### src/rtl/axi_lite_pkg.sv
// axi_lite_pkg: response codes and FSM state type shared by the AXI-Lite register slave
package axi_lite_pkg;
    localparam logic [1:0] RESP_OKAY   = 2'b00;
    localparam logic [1:0] RESP_SLVERR = 2'b10;
    localparam logic [1:0] RESP_DECERR = 2'b11;
    typedef enum logic [2:0] {IDLE, RD_REQ, RD_WAIT, RD_RESP, WR_REQ, WR_WAIT, WR_RESP} axi_slv_state_t;
endpackage

### src/rtl/axi_lite_wr_capture.sv
// axi_lite_wr_capture: independent AW and W holding registers; a write is pending once both are full
module axi_lite_wr_capture #(
    parameter int AW = 16,
    parameter int DW = 32
) (
    input  logic            clk_i,
    input  logic            rst_i,
    input  logic            block_i,
    input  logic            clr_i,
    input  logic [AW-1:0]   aw_addr_i,
    input  logic            aw_valid_i,
    output logic            aw_ready_o,
    input  logic [DW-1:0]   w_data_i,
    input  logic [DW/8-1:0] w_strb_i,
    input  logic            w_valid_i,
    output logic            w_ready_o,
    output logic [AW-1:0]   addr_o,
    output logic [DW-1:0]   data_o,
    output logic [DW/8-1:0] strb_o,
    output logic            pending_o
);
    logic aw_full, w_full;
    assign aw_ready_o = !rst_i && !aw_full && !block_i;
    assign w_ready_o  = !rst_i && !w_full && !block_i;
    assign pending_o  = aw_full && w_full;
    // fill each buffer on its own handshake; empty both when the write response is taken
    always_ff @(posedge clk_i) begin
        if (rst_i) begin
            aw_full <= 1'b0;
            w_full  <= 1'b0;
            addr_o  <= '0;
            data_o  <= '0;
            strb_o  <= '0;
        end else if (clr_i) begin
            aw_full <= 1'b0;
            w_full  <= 1'b0;
        end else begin
            if (aw_valid_i && aw_ready_o) begin
                aw_full <= 1'b1;
                addr_o  <= aw_addr_i;
            end
            if (w_valid_i && w_ready_o) begin
                w_full <= 1'b1;
                data_o <= w_data_i;
                strb_o <= w_strb_i;
            end
        end
    end
endmodule

### src/rtl/axi_lite_reg_slave.sv
// axi_lite_reg_slave: AXI4-Lite slave bridging to a req/gnt/rvalid register bus with decode, timeout and RR arbitration
module axi_lite_reg_slave
    import axi_lite_pkg::*;
#(
    parameter int                AXI_AW      = 16,
    parameter int                AXI_DW      = 32,
    parameter logic [AXI_AW-1:0] ADDR_LIMIT  = 'h1000,
    parameter int                TIMEOUT_CYC = 255
) (
    input  logic                clk_i,
    input  logic                rst_i,
    input  logic [AXI_AW-1:0]   aw_addr_i,
    input  logic                aw_valid_i,
    output logic                aw_ready_o,
    input  logic [AXI_DW-1:0]   w_data_i,
    input  logic [AXI_DW/8-1:0] w_strb_i,
    input  logic                w_valid_i,
    output logic                w_ready_o,
    output logic [1:0]          b_resp_o,
    output logic                b_valid_o,
    input  logic                b_ready_i,
    input  logic [AXI_AW-1:0]   ar_addr_i,
    input  logic                ar_valid_i,
    output logic                ar_ready_o,
    output logic [AXI_DW-1:0]   r_data_o,
    output logic [1:0]          r_resp_o,
    output logic                r_valid_o,
    input  logic                r_ready_i,
    output logic                reg_req_o,
    output logic                reg_we_o,
    output logic [AXI_AW-1:0]   reg_addr_o,
    output logic [AXI_DW-1:0]   reg_wdata_o,
    output logic [AXI_DW/8-1:0] reg_be_o,
    input  logic                reg_gnt_i,
    input  logic                reg_rvalid_i,
    input  logic [AXI_DW-1:0]   reg_rdata_i,
    input  logic                reg_err_i
);
    axi_slv_state_t      state_q, state_d;
    logic [15:0]         cnt_q;
    logic                rd_first_q;
    logic [AXI_DW-1:0]   rdata_q;
    logic [1:0]          resp_q;
    logic [AXI_AW-1:0]   cap_addr;
    logic [AXI_DW-1:0]   cap_data;
    logic [AXI_DW/8-1:0] cap_strb;
    logic                wr_pend, wr_state, in_req, in_wait, expire, wr_win, ar_hs, wr_go, rd_dec, wr_dec;

    assign wr_state   = state_q == WR_REQ || state_q == WR_WAIT || state_q == WR_RESP;
    assign in_req     = state_q == RD_REQ || state_q == WR_REQ;
    assign in_wait    = state_q == RD_WAIT || state_q == WR_WAIT;
    assign expire     = (in_req || in_wait) && cnt_q == 16'(TIMEOUT_CYC - 1);
    assign wr_win     = wr_pend && (!ar_valid_i || !rd_first_q);
    assign ar_ready_o = !rst_i && state_q == IDLE && !wr_win;
    assign ar_hs      = ar_valid_i && ar_ready_o;
    assign wr_go      = !rst_i && state_q == IDLE && wr_win;
    assign rd_dec     = ar_addr_i >= ADDR_LIMIT;
    assign wr_dec     = cap_addr >= ADDR_LIMIT;
    assign reg_req_o  = in_req;
    assign r_valid_o  = state_q == RD_RESP;
    assign b_valid_o  = state_q == WR_RESP;
    assign r_data_o   = rdata_q;
    assign r_resp_o   = resp_q;
    assign b_resp_o   = resp_q;

    axi_lite_wr_capture #(.AW(AXI_AW), .DW(AXI_DW)) u_cap (
        .clk_i      (clk_i),
        .rst_i      (rst_i),
        .block_i    (wr_state),
        .clr_i      (state_q == WR_RESP && b_ready_i),
        .aw_addr_i  (aw_addr_i),
        .aw_valid_i (aw_valid_i),
        .aw_ready_o (aw_ready_o),
        .w_data_i   (w_data_i),
        .w_strb_i   (w_strb_i),
        .w_valid_i  (w_valid_i),
        .w_ready_o  (w_ready_o),
        .addr_o     (cap_addr),
        .data_o     (cap_data),
        .strb_o     (cap_strb),
        .pending_o  (wr_pend)
    );

    // state register
    always_ff @(posedge clk_i) state_q <= rst_i ? IDLE : state_d;

    // next state; timeout takes priority over gnt and rvalid
    always_comb begin
        state_d = state_q;
        case (state_q)
            IDLE:    state_d = ar_hs ? (rd_dec ? RD_RESP : RD_REQ) : wr_go ? (wr_dec ? WR_RESP : WR_REQ) : IDLE;
            RD_REQ:  state_d = expire ? RD_RESP : reg_gnt_i ? RD_WAIT : RD_REQ;
            RD_WAIT: state_d = (expire || reg_rvalid_i) ? RD_RESP : RD_WAIT;
            RD_RESP: state_d = r_ready_i ? IDLE : RD_RESP;
            WR_REQ:  state_d = expire ? WR_RESP : reg_gnt_i ? WR_WAIT : WR_REQ;
            WR_WAIT: state_d = (expire || reg_rvalid_i) ? WR_RESP : WR_WAIT;
            WR_RESP: state_d = b_ready_i ? IDLE : WR_RESP;
            default: state_d = IDLE;
        endcase
    end

    // latch the transaction at acceptance, track timeout, capture completion status
    always_ff @(posedge clk_i) begin
        if (rst_i) begin
            cnt_q       <= '0;
            rd_first_q  <= 1'b1;
            reg_addr_o  <= '0;
            reg_we_o    <= 1'b0;
            reg_wdata_o <= '0;
            reg_be_o    <= '0;
            rdata_q     <= '0;
            resp_q      <= RESP_OKAY;
        end else begin
            cnt_q <= (in_req || in_wait) ? cnt_q + 16'd1 : 16'd0;
            if (ar_hs) begin
                rd_first_q  <= !rd_first_q;
                reg_addr_o  <= ar_addr_i;
                reg_we_o    <= 1'b0;
                reg_wdata_o <= '0;
                reg_be_o    <= '0;
                rdata_q     <= '0;
                resp_q      <= rd_dec ? RESP_DECERR : RESP_OKAY;
            end else if (wr_go) begin
                rd_first_q  <= !rd_first_q;
                reg_addr_o  <= cap_addr;
                reg_we_o    <= 1'b1;
                reg_wdata_o <= cap_data;
                reg_be_o    <= cap_strb;
                resp_q      <= wr_dec ? RESP_DECERR : RESP_OKAY;
            end
            if (expire) begin
                resp_q  <= RESP_SLVERR;
                rdata_q <= '0;
            end else if (in_wait && reg_rvalid_i) begin
                resp_q <= reg_err_i ? RESP_SLVERR : RESP_OKAY;
                if (state_q == RD_WAIT) rdata_q <= reg_rdata_i;
            end
        end
    end
endmodule

### config.mk
export PLATFORM = sky130hd
export DESIGN_NAME = axi_lite_reg_slave
export DESIGN_NICKNAME = d
export VERILOG_FILES = /design/src/rtl/axi_lite_pkg.sv /design/src/rtl/axi_lite_wr_capture.sv /design/src/rtl/axi_lite_reg_slave.sv
export SDC_FILE = /design/constraint.sdc
export NUM_CORES = 1
export LEC_CHECK = 0
export ABC_AREA = 1
export CORE_ASPECT_RATIO = 0.8
export CORE_MARGIN = 4
export CORE_UTILIZATION = 35
export CTS_CLUSTER_DIAMETER = 60
export CTS_CLUSTER_SIZE = 14
export DETAILED_ROUTE_END_ITERATION = 8
export PLACE_DENSITY_LB_ADDON = 0.2
export SLEW_MARGIN = 25
export SYNTH_ARGS = -nofsm -noshare
export SYNTH_HDL_FRONTEND = slang
export SYNTH_SLANG_ARGS = --single-unit
### constraint.sdc
create_clock -name clk_i -period 2.6 [get_ports clk_i]
set_input_delay 0.39 -clock clk_i [delete_from_list [all_inputs] [get_ports clk_i]]
set_output_delay 0.39 -clock clk_i [all_outputs]
set_load 0.01 [all_outputs]
==> key figures, run 1 <==
Status
  • Outcome: finished, final reports clean

STA
  • Final Slew Violations: 0
  • Worst hold slack: roughly 0.37 ns
  • Hold violation total from the final report: 0
  • RSZ-0062 raised after global routing: no
  • Total negative slack for setup checks: 0 ns
  • Worst relative slew slack: 0.372
  • Final setup slack of the worst path: 0.266 ns
  • Share of the clock period used by the worst path: 0.898
  • Peak clock frequency supported by timing: 0.428 GHz
  • Skew final: 0.0121 ns
  • Final worst path period need: 2.33 ns
  • Worst slew pin tran: between 0.9 and 1 ns
  • Final-report setup violation count: 0

Die
  • Initial cell density of the core: 0.363
  • Die area: 0.0205 mm^2
  • Y dimension of the die: about 130 um
  • Placeable core region: between 0.015 and 0.02 mm^2
  • FP Rows: 43
  • DIE WIDTH: 159 um
  • Number of top-level design ports: just over 200

Clocking
  • Total of hold buffers inserted after clock tree synthesis: 0
  • Gates resized, CTS repair: 0
  • Root buffer cell: sky130_fd_sc_hd__clkbuf_16
  • Clock latency of the later-clocked register in the worst-skew pair: 0.42 ns
  • Number of post-CTS setup repair buffers: 0
  • Number of buffers added by the clock tree synthesis step: 17
  • Clock tree from TritonCTS: done
  • Maximum level of the CTS H-tree: 4
  • Buffer levels on the longest clock path: 2
  • Clock edge transition at the registers on the reported setup and hold paths: 0.07 ns
  • Number of sinks handled by clock tree synthesis: 161

Placed design
  • Number of cells after detailed placement: roughly 1.2k
  • Placed instance area: around 0.0086 mm^2
  • Final HPWL from detailed placement: 12600 um
  • GP Congestion: about 0.83
  • Setup slack at placement: 0.235 ns
  • Count of buffers from port buffering: 204

Yosys
  • Number of flops mapped to enable cells by yosys: 0
  • Dominant cell by count in the synthesized netlist: sky130_fd_sc_hd__nand2_1
  • Distinct cell type count of the synthesized netlist: 35
  • Yosys Warn Count: 0
  • Cells taking the most area after synthesis: sky130_fd_sc_hd__dfxtp_1 50%, sky130_fd_sc_hd__nand2_1 13%, sky130_fd_sc_hd__a21oi_1 10%, sky130_fd_sc_hd__nand3_1 5.2%, sky130_fd_sc_hd__nor2_1 3.6%
  • Post-synthesis instance total: 852
  • Post-Synthesis Mean Instance Area: 7.52 um^2
  • Sequential-to-total area share from yosys stat: 0.503
  • Share of Yosys cell area claimed by the top area cell type: 0.503
  • Fraction of synthesis flops using an asynchronous set or reset pin: 0
  • Post-synthesis sequential element count: 161
  • Dominant register cell in the synthesized netlist: sky130_fd_sc_hd__dfxtp_1
  • Cell area after synthesis: 0.00640 mm^2
  • Post-synthesis net count: about 960
  • Most frequent cells after synthesis: 219 x sky130_fd_sc_hd__nand2_1, 161 x sky130_fd_sc_hd__dfxtp_1, 132 x sky130_fd_sc_hd__a21oi_1
  • Library cell with the largest summed area after synthesis: sky130_fd_sc_hd__dfxtp_1

Critical path
  • Crit path capture type: output port
  • Critical path's most frequent cell: sky130_fd_sc_hd__nand2_1
  • Combined buffer and inverter count along the critical path: 2
  • Element type at the critical path start: flip-flop
  • Arrival time at the worst endpoint: 1.94 ns
  • Reg2Reg Setup Slack: 0.66 ns
  • Biggest cell delay along the critical path: 0.56 ns
  • Gate family responsible for the most delay along the worst path: buffers and inverters
  • Cell-by-cell trace of the critical path: nand2_1 -> nand2_1 -> nand3_1 -> inv_2 -> clkdlybuf4s50_1
  • Worst-path fanout max: 9
  • Master of the slowest instance on the critical path: sky130_fd_sc_hd__clkdlybuf4s50_1
  • Depth of the worst register-to-register path: 9
  • Cell depth of the worst setup path: 5
  • Data required time at the worst endpoint: 2.21 ns
  • Category of the critical setup timing path: reg2out

Run
  • Total of max-cap violations: 0

GRT
  • Global-route usage over all layers: 0.179
  • Number of global-route vias before repair: between 5k and 6k
  • First-pass GRT wire length: 30100 um
  • Overflow left after global routing: 0
  • Antenna violations before repair: 0
  • Pin count of the biggest net entering global routing: 50

Cells and area
  • Fraction of final layout cells with drive strength greater than 1: 0.0667
  • Post-route core utilization: 0.518
  • Fill cells: about 1.7k
  • Cell area after layout: just over 0.009 mm^2
  • Nets: approximately 1.2k
  • Antenna Diode Count: 0
  • Area growth, synth to finish: 42.7%
  • Final cell count without fillers: around 1.3k

Detailed routing
  • Vias per std cell: 4.81
  • 1st-iter DRT viols: 399
  • Routed wirelength normalized by instance count: 14.5 um
  • Number of iterations in the first detailed-routing pass: 7
  • DR DRC count: 0
  • Total vias in the final route: 6127
  • Residual antenna-violating net count after detailed routing: 0
  • Routed Wire Length: 18500 um

Power
  • Total power: 5.86 mW
  • Leakage Power: 3.49 nW
  • Peak supply drop: 362 uV
  • Power density relative to cell area: 641 mW/mm^2

Worst hold path
  • Min-delay worst type: in2reg
  • Depth of the worst hold-timing path: 4
worst reg2reg max path, stage by stage, from the launching register on:
cell and delay [ns]:
sky130_fd_sc_hd__dfxtp_1 0.43, sky130_fd_sc_hd__nand2_1 0.13, sky130_fd_sc_hd__nand2_1 0.11, sky130_fd_sc_hd__nand3_1 0.12
sky130_fd_sc_hd__inv_1 0.10, sky130_fd_sc_hd__buf_4 0.36, sky130_fd_sc_hd__nand2_1 0.14, sky130_fd_sc_hd__buf_4 0.26
sky130_fd_sc_hd__nand2_1 0.09, sky130_fd_sc_hd__a21oi_1 0.07
cell usage in the layout (no fill, tap or decap), types with 3 or more instances in the layout:
cell type,Yosys,routed
sky130_fd_sc_hd__nand2_1,219,219
sky130_fd_sc_hd__clkdlybuf4s50_1,0,203
sky130_fd_sc_hd__dfxtp_1,161,161
sky130_fd_sc_hd__a21oi_1,132,132
sky130_fd_sc_hd__nand3_1,66,66
sky130_fd_sc_hd__nor2_1,62,62
sky130_fd_sc_hd__inv_1,59,59
sky130_fd_sc_hd__nor3_1,40,40
sky130_fd_sc_hd__clkbuf_16,0,17
sky130_fd_sc_hd__o21ai_0,15,15
sky130_fd_sc_hd__buf_4,3,14
sky130_fd_sc_hd__inv_2,9,9
sky130_fd_sc_hd__o211ai_1,8,8
sky130_fd_sc_hd__inv_6,0,5
sky130_fd_sc_hd__nor2_4,3,3
sky130_fd_sc_hd__nand2_2,3,3
sky130_fd_sc_hd__xor2_1,3,3
sky130_fd_sc_hd__clkinv_4,0,3
sky130_fd_sc_hd__clkinvlp_4,0,3
path summary, 6_finish.rpt:
check / start / to
max: state_q[0]$_SDFF_PP0_ / aw_ready_o
min: rst_i / u_cap.aw_full$_SDFFE_PP0P_
max reg2reg: state_q[0]$_SDFF_PP0_ / u_cap.data_o[22]$_SDFFE_PP0P_
min reg2reg: u_cap.addr_o[10]$_SDFFE_PP0P_ / u_cap.addr_o[10]$_SDFFE_PP0P_
state kept, by name (all words and copies together), names as in the netlist, 4 cells and up:
name and cells:
cnt_q 16, r_data_o 32, reg_addr_o 16, reg_be_o 4, reg_wdata_o 32, u_cap.addr_o 16, u_cap.data_o 32, u_cap.strb_o 4
metal layers:
metal,global-route usage,vias up,routed length [um]
li1,-,3137,-
met1,0.243,2792,8980
met2,0.277,184,8010
met3,0.0592,14,1360
met4,0.0459,0,156
met5,0,-,0
cell type report:
cell class                      instances  area [um^2]  share of cell area
Sequential cell                       161         3220               0.353
Multi-Input combinational cell        571         2650               0.290
Timing Repair Buffer                  219         2160               0.237
Clock buffer                           18          439              0.0481
Tap cell                              225          282              0.0308
Inverter                               68          255              0.0279
Clock inverter                         13          128              0.0140
logic make-up after synthesis:
kind of cell | share of synthesized area
flops | 0.503
xor+xnor | 0.00547
simple gates | 0.273
compound gates | 0.131
fa+ha+maj | 0.00391
buf+inv | 0.0832
where the power goes:
group          switching (mW)  total [mW]  internal [mW]
sequential             0.0594        2.64           2.58
clock                    1.06        2.42           1.36
combinational           0.409       0.807          0.398
No activity file was read; power rests on OpenSTA's default activity.
==> run 2, diff against run 1 <==
- CTS_CLUSTER_DIAMETER: 60 -> not set
==> results of run 2 <==
No change in the layout: final DEF, timing and power equal those of run 1.
==> run 3, diff against run 2 <==
- SETUP_SLACK_MARGIN: not set -> 0.1
==> results of run 3 <==
No change in the layout: final DEF, timing and power equal those of run 1.
